`src/rtl/mem_pkg.sv`:
```
// mem_pkg: op encodings, widths, sideband layout and FSM states shared by the
// Mem0/Mem1 memory pipeline.
package mem_pkg;

    localparam int DATA_W = 32;
    localparam int DM_AW  = 14;
    localparam int OFS_W  = 16;
    localparam int SIDE_W = 35;

    localparam logic [1:0] OP_NONE = 2'b00;
    localparam logic [1:0] OP_ST   = 2'b01;
    localparam logic [1:0] OP_LD   = 2'b10;
    localparam logic [1:0] OP_STF  = 2'b11;

    // Sideband packing {pe_out, pe_num[2:0], f_mem_w, next_lr, next_node[15:0], gen[11:0], next_uni_opr}
    localparam int SIDE_UNI_OPR_B  = 0;
    localparam int SIDE_GEN_LSB    = 1;
    localparam int SIDE_GEN_W      = 12;
    localparam int SIDE_NODE_LSB   = 13;
    localparam int SIDE_NODE_W     = 16;
    localparam int SIDE_NEXT_LR_B  = 29;
    localparam int SIDE_F_MEM_W_B  = 30;
    localparam int SIDE_PE_NUM_LSB = 31;
    localparam int SIDE_PE_NUM_W   = 3;
    localparam int SIDE_PE_OUT_B   = 34;

    typedef enum logic {
        RUN  = 1'b0,
        HOLD = 1'b1
    } mem0_state_e;

    function automatic logic op_writes(input logic [1:0] op);
        return op[0];
    endfunction

    function automatic logic op_is_load(input logic [1:0] op);
        return op == OP_LD;
    endfunction

endpackage

```
`src/rtl/mem0_hazard_chk.sv`:
```
// mem0_hazard_chk: remembers the store currently on the Mem0 output and flags
// a load that would read that address before the write has landed.
module mem0_hazard_chk #(
    parameter int DM_AW = mem_pkg::DM_AW
) (
    input  logic             clk,
    input  logic             rst,
    input  logic             i_upd_st_v,
    input  logic [DM_AW-1:0] i_upd_addr,
    input  logic             i_ld_v,
    input  logic [DM_AW-1:0] i_ld_addr,
    output logic             o_hit
);

    logic             r_last_w_v;
    logic [DM_AW-1:0] r_last_w_addr;

    // Tracks whatever is loaded into the output register this cycle; bubbles clear it.
    always_ff @(posedge clk) begin
        if (!rst) begin
            r_last_w_v    <= 1'b0;
            r_last_w_addr <= '0;
        end else begin
            r_last_w_v    <= i_upd_st_v;
            r_last_w_addr <= i_upd_addr;
        end
    end

    assign o_hit = i_ld_v && r_last_w_v && (i_ld_addr == r_last_w_addr);

endmodule

```
`src/rtl/mem0_issue.sv`:
```
// mem0_issue: Mem0 issue stage feeding the Mem1 pipeline register, with a
// one-bubble stall on load-after-store to the same address.
// Build option MEM0_ADDR_CHECK_EN adds a sticky out-of-range address check.
module mem0_issue
    import mem_pkg::*;
#(
    parameter int DATA_W = mem_pkg::DATA_W,
    parameter int DM_AW  = mem_pkg::DM_AW,
    parameter int OFS_W  = mem_pkg::OFS_W
) (
    input  logic              clk,
    input  logic              rst,
    input  logic              tok_valid_i_mem0,
    output logic              tok_ready_o_mem0,
    input  logic [1:0]        op_i_mem0,
    input  logic [DATA_W-1:0] opr0_i_mem0,
    input  logic [DATA_W-1:0] opr1_i_mem0,
    input  logic [OFS_W-1:0]  dm_base_i_mem0,
    input  logic [OFS_W-1:0]  dm_ofs_i_mem0,
    input  logic [SIDE_W-1:0] side_i_mem0,
    output logic              tok_valid_o_mem0,
    output logic [DATA_W-1:0] opr0_o_mem0,
    output logic [DATA_W-1:0] opr1_o_mem0,
    output logic [DM_AW-1:0]  dm_addr_o_mem0,
    output logic              mem_wen_o_mem0,
    output logic [1:0]        dm_dopc_o_mem0,
    output logic [SIDE_W-1:0] side_o_mem0,
    output logic              addr_err_o_mem0
);

`ifdef MEM0_ADDR_CHECK_EN
    localparam bit ADDR_CHK = 1'b1;
`else
    localparam bit ADDR_CHK = 1'b0;
`endif

    mem0_state_e       r_state;
    logic              r_ready;
    logic              r_valid;
    logic              r_wen;
    logic [1:0]        r_dopc;
    logic [DATA_W-1:0] r_opr0;
    logic [DATA_W-1:0] r_opr1;
    logic [DM_AW-1:0]  r_addr;
    logic [SIDE_W-1:0] r_side;
    logic              r_addr_err;

    logic [DATA_W-1:0] r_hold_opr0;
    logic [DATA_W-1:0] r_hold_opr1;
    logic [DM_AW-1:0]  r_hold_addr;
    logic [SIDE_W-1:0] r_hold_side;

    logic [OFS_W-1:0]  w_sum;
    logic [DM_AW-1:0]  w_addr;
    logic              w_oor;
    logic              w_acc;
    logic              w_ld_chk;
    logic              w_hit;
    logic              w_nxt_st_v;

    logic              w_nxt_valid;
    logic              w_nxt_wen;
    logic [1:0]        w_nxt_dopc;
    logic [DATA_W-1:0] w_nxt_opr0;
    logic [DATA_W-1:0] w_nxt_opr1;
    logic [DM_AW-1:0]  w_nxt_addr;
    logic [SIDE_W-1:0] w_nxt_side;

    assign w_sum    = dm_base_i_mem0 + dm_ofs_i_mem0;
    assign w_addr   = w_sum[DM_AW-1:0];
    assign w_oor    = ADDR_CHK && (w_sum[OFS_W-1:DM_AW] != '0);
    assign w_acc    = tok_valid_i_mem0 && r_ready && (r_state == RUN);
    // Out-of-range loads are emitted as no-ops, so they cannot collide with a store.
    assign w_ld_chk = w_acc && op_is_load(op_i_mem0) && !w_oor;

    mem0_hazard_chk #(
        .DM_AW(DM_AW)
    ) u_hazard (
        .clk        (clk),
        .rst        (rst),
        .i_upd_st_v (w_nxt_st_v),
        .i_upd_addr (w_nxt_addr),
        .i_ld_v     (w_ld_chk),
        .i_ld_addr  (w_addr),
        .o_hit      (w_hit)
    );

    always_comb begin
        w_nxt_valid = 1'b0;
        w_nxt_wen   = 1'b0;
        w_nxt_dopc  = OP_NONE;
        w_nxt_opr0  = '0;
        w_nxt_opr1  = '0;
        w_nxt_addr  = '0;
        w_nxt_side  = '0;
        if (r_state == HOLD) begin
            w_nxt_valid = 1'b1;
            w_nxt_dopc  = OP_LD;
            w_nxt_opr0  = r_hold_opr0;
            w_nxt_opr1  = r_hold_opr1;
            w_nxt_addr  = r_hold_addr;
            w_nxt_side  = r_hold_side;
        end else if (w_acc && !w_hit) begin
            w_nxt_valid = 1'b1;
            w_nxt_wen   = !w_oor && op_writes(op_i_mem0);
            w_nxt_dopc  = w_oor ? OP_NONE : op_i_mem0;
            w_nxt_opr0  = opr0_i_mem0;
            w_nxt_opr1  = opr1_i_mem0;
            w_nxt_addr  = w_addr;
            w_nxt_side  = side_i_mem0;
        end
    end

    assign w_nxt_st_v = w_nxt_valid && w_nxt_wen;

    // Output register, hold register and RUN/HOLD control share one clocked block.
    always_ff @(posedge clk) begin
        if (!rst) begin
            r_state     <= RUN;
            r_ready     <= 1'b0;
            r_valid     <= 1'b0;
            r_wen       <= 1'b0;
            r_dopc      <= OP_NONE;
            r_opr0      <= '0;
            r_opr1      <= '0;
            r_addr      <= '0;
            r_side      <= '0;
            r_addr_err  <= 1'b0;
            r_hold_opr0 <= '0;
            r_hold_opr1 <= '0;
            r_hold_addr <= '0;
            r_hold_side <= '0;
        end else begin
            r_valid <= w_nxt_valid;
            r_wen   <= w_nxt_wen;
            r_dopc  <= w_nxt_dopc;
            r_opr0  <= w_nxt_opr0;
            r_opr1  <= w_nxt_opr1;
            r_addr  <= w_nxt_addr;
            r_side  <= w_nxt_side;
            if (r_state == HOLD) begin
                r_state <= RUN;
                r_ready <= 1'b1;
            end else if (w_hit) begin
                r_state     <= HOLD;
                r_ready     <= 1'b0;
                r_hold_opr0 <= opr0_i_mem0;
                r_hold_opr1 <= opr1_i_mem0;
                r_hold_addr <= w_addr;
                r_hold_side <= side_i_mem0;
            end else begin
                r_state <= RUN;
                r_ready <= 1'b1;
            end
            if (w_acc && w_oor) begin
                r_addr_err <= 1'b1;
            end
        end
    end

    assign tok_ready_o_mem0 = r_ready;
    assign tok_valid_o_mem0 = r_valid;
    assign mem_wen_o_mem0   = r_wen;
    assign dm_dopc_o_mem0   = r_dopc;
    assign opr0_o_mem0      = r_opr0;
    assign opr1_o_mem0      = r_opr1;
    assign dm_addr_o_mem0   = r_addr;
    assign side_o_mem0      = r_side;
    assign addr_err_o_mem0  = r_addr_err;

endmodule
```
`config.mk`:
```
export PLATFORM = sky130hd
export DESIGN_NAME = mem0_issue
export DESIGN_NICKNAME = d
export VERILOG_FILES = /design/src/rtl/mem_pkg.sv /design/src/rtl/mem0_hazard_chk.sv /design/src/rtl/mem0_issue.sv
export SDC_FILE = /design/constraint.sdc
export NUM_CORES = 1
export LEC_CHECK = 0
export ABC_AREA = 1
export CORE_AREA = 5 5 188 136
export DETAILED_ROUTE_END_ITERATION = 10
export DIE_AREA = 0 0 193 141
export DONT_BUFFER_PORTS = 1
export GPL_ROUTABILITY_DRIVEN = 0
export GPL_TIMING_DRIVEN = 0
export PLACE_DENSITY_LB_ADDON = 0.2
export SLEW_MARGIN = 20
export SYNTH_ARGS = -nofsm -noshare
export SYNTH_HDL_FRONTEND = slang
export SYNTH_SLANG_ARGS = --single-unit
```
`constraint.sdc`:
```
create_clock -name clk -period 3.2 [get_ports clk]
set_input_delay 0.64 -clock clk [delete_from_list [all_inputs] [get_ports clk]]
set_output_delay 0.64 -clock clk [all_outputs]
set_load 0.005 [all_outputs]
```
==> flow_metrics.env <==
export IMPL_synthSimpleGateAreaFrac_pct=33.9
export IMPL_viasPerCell=4.88
export IMPL_syn_nets=1420
export IMPL_multiInputGateArea_mm2=0.00395
export IMPL_wire_per_inst_um=16.9
export IMPL_die_width_um=193
export IMPL_status="completed"
export IMPL_syn_avg_cell_area_um2=7.28
export IMPL_die_h_um=141
export IMPL_hold_depth=2
export IMPL_crit_start="dm_base_i_mem0[0]"
export IMPL_yosysTopAreaCell="dfxtp_1"
export IMPL_critPathLaunchType="input pin"
export IMPL_min_delay_start="opr0_i_mem0[31]"
export IMPL_min_period_over_period_pct=91.9
export IMPL_antenna_violating_nets_post_route=0
export IMPL_swShare_pct=22.6
export IMPL_fin_ws_ns=0.259
export IMPL_post_place_ws_ns=-0.495
export IMPL_synth_edf_count=0
export IMPL_reg2reg_slack_ns=0.35
export IMPL_hold_ws_ns=0.239
export IMPL_start_util_pct=38.8
export IMPL_required_ns=3.57
export IMPL_cts_root_buffer="clkbuf_16"
export IMPL_antenna_found_initial=0
export IMPL_clkTransAtPathRegs_ns=0.06
export IMPL_rows=48
export IMPL_synth_compound_area_share_pct=6.73
export IMPL_grt_max_degree=15
export IMPL_clock_latency_ns=0.51
export IMPL_power_switching_uw=1490
export IMPL_ys_flop_type="dfxtp_1"
export IMPL_drv_slew=0
export IMPL_final_nets=1448
export IMPL_final_hold_viol_count=0
export IMPL_power_share_combinational_pct=6.6
export IMPL_synth_xor_area_share_pct=0.0948
export IMPL_cellPowerDensity_mw_per_mm2=621
export IMPL_crit_path_cell_trace="ha_1, fa_2, nand2_1, inv_1, nor2_1, nor2_1, nand2_1, nor2_1, nand3_1, nor2_2, nand3_1, nor2_1, nand4_2, buf_6, buf_4, buf_4, nand3_1, a21oi_1"
export IMPL_fill_cells=2438
export IMPL_vdd_ir_drop_worst_mv=0.337
export IMPL_reg2reg_depth=16
export IMPL_hpwlAfterDp_mm=20.2
export IMPL_power_uw=6580
export IMPL_cts_max_path_buffers=3
export IMPL_synth_top_area_share_pct=50.5
export IMPL_synthMuxAreaShare_pct=0
export IMPL_power_leakage_uw=0.00462
export IMPL_syn2layout_area_growth_pct=14.7
export IMPL_drive_gt1_share_pct=7.37
export IMPL_vias=8012
export IMPL_hold_path_class="in2reg"
export IMPL_cts_tree="yes"
export IMPL_fin_worst_skew_ns=0.0114
export IMPL_ys_types=29
export IMPL_hold_buffers=0
export IMPL_period_needed_ns=2.94
export IMPL_p_clk_share_pct=48.2
export IMPL_cts_buffers=24
export IMPL_endpoint="opr1_o_mem0[16]$_SDFF_PN0_"
export IMPL_cp_end_kind="flop"
export IMPL_slew_headroom_pct=42.8
export IMPL_cp_slowest_cell="fa_2"
export IMPL_die_area_mm2=0.0272
export IMPL_htreeDepth=1
export IMPL_synth_top_family_by_area="simple AND/OR/NAND/NOR gates"
export IMPL_netlist_area_mm2=0.00924
export IMPL_worstReg2RegEnd="opr1_o_mem0[16]$_SDFF_PN0_"
export IMPL_seq_area_mm2=0.00466
export IMPL_grt_pass1_wl_mm=42.8
export IMPL_crit_fanout=10
export IMPL_crit_arrival_ns=3.31
export IMPL_final_util_pct=44.5
export IMPL_first_iter_violations=481
export IMPL_ys_top_cells_by_area="dfxtp_1 (50%), nand2_1 (23%), nand3_1 (8.3%), a21oi_1 (6.6%), inv_1 (2.3%)"
export IMPL_syn_inst=1270
export IMPL_synth_seq_area_share_pct=50.5
export IMPL_slowest_delay_ns=0.60
export IMPL_antenna_cells=0
export IMPL_async_flop_share_pct=0
export IMPL_io_pins=255
export IMPL_final_cell_mix="nand2_1 (554), dfxtp_1 (233), nand3_1 (154)"
export IMPL_fin_cells=1641
export IMPL_rsz0062_at_grt="no"
export IMPL_path_common_cell="nor2_1"
export IMPL_first_pass_iters=5
export IMPL_grt_ovfl_total=0
export IMPL_fmax_ghz=0.340
export IMPL_ys_seq_elements=233
export IMPL_port_buffers=0
export IMPL_coreArea_mm2=0.0238
export IMPL_setup_viol=0
export IMPL_drt_total_wl_mm=27.7
export IMPL_timing_rr_start="r_state$_SDFF_PP0_"
export IMPL_tightest_slew_ns=0.858
export IMPL_yosys_warnings=0
export IMPL_p_int_uw=5090
export IMPL_grtUsageTotal_pct=19.7
export IMPL_numClockSinks=233
export IMPL_drc_errors=0
export IMPL_maxCapViolCount=0
export IMPL_placed_cells=1595
export IMPL_synthAdderAreaFrac_pct=1.98
export IMPL_worstSetupPathType="in2reg"
export IMPL_final_common_cell="nand2_1"
export IMPL_grt_pass1_vias=7614
export IMPL_p_seq_share_pct=45.2
==> cell families (layout without fill, tap and decap cells) <==
family / after synthesis / in the layout
and+or+nand+nor: 761 / 761
DFF: 233 / 233
buffers and inverters: 136 / 182
AOI/OAI and AO/OA: 124 / 124
adders and majority gates: 14 / 14
other: 1 / 1
xor gates and xnor gates: 1 / 1
==> stage by stage <==
| step | area [µm²] | TNS [ns] |
|---|---|---|
| after floorplan | 9240 | 0 |
| final | 10600 | 0 |
| after detailed placement | 9650 | -57.75 |
| after CTS | 10600 | 0 |
| after global placement | 9650 | -56.45 |
| after global routing | 10600 | 0 |
==> state kept, by name, indices dropped and copies added, names as in the netlist, 2 cells and up <==
register                cells
dm_dopc_o_mem0              2
opr0_o_mem0                32
opr1_o_mem0                32
r_hold_addr                14
r_hold_opr0                32
r_hold_opr1                32
r_hold_side                35
side_o_mem0                35
u_hazard.r_last_w_addr     14
==> cell usage after synthesis, drive strengths merged, types with 2 or more instances <==
cell type and number:
or2 4, dfxtp 233, buf 41, nand3b 2, clkbuf 35, a21oi 122
ha 13, nand2 557, nand4 7, inv 60, nor2 29, nand3 156
nor3 5
==> critical path, delay by kind of cell <==
family / cells / cell delay, ns
fa+ha+maj: 2 / 0.84
buf+inv: 4 / 0.64
simple gates: 11 / 1.07
compound gates: 1 / 0.09
==> power by group through the flow <==
stage	clock network [µW]	logic, µW	registers, µW
after global placement	0	423	3040
after global routing	3380	494	2980
after floorplan	0	325	3030
after detailed placement	0	427	3040
after CTS	3230	430	2980
final	3170	432	2970
==> routing by layer <==
metal / vias up / part of all wire, % / global-route usage, % / wire [µm]
li1: 4089 / - / - / -
met1: 3617 / 47 / 28.5 / 12900
met2: 278 / 41 / 28.3 / 11300
met3: 28 / 11 / 7.25 / 3100
met4: 0 / 1.4 / 3.46 / 382
met5: - / 0 / 0 / 0
==> cell type report <==
class	instances	area share, %
plain buffers	76	3.87
multi-input cells	901	37.3
well taps	325	3.84
clock inverters	12	2.08
clock buffers	32	6.53
repair buffers	2	0.260
inverters	60	2.12
flip-flops and latches	233	44.0
==> repair_timing <==
action                     CTS  global route
setup buffers                0             2
setup endpoints to repair    0            98
gates resized for setup      0             9
==> worst min path at each step <==
stage	slack, ns	to
floorplan	0.42	r_hold_addr[0]$_SDFFE_PN0P_
global placement	0.43	r_hold_side[25]$_SDFFE_PN0P_
detailed placement	0.43	r_hold_opr1[5]$_SDFFE_PN0P_
CTS	0.22	r_hold_opr0[21]$_SDFFE_PN0P_
global route	0.22	r_hold_opr1[27]$_SDFFE_PN0P_
finish	0.24	r_hold_opr0[31]$_SDFFE_PN0P_
Power figures use the tool's default switching activity.
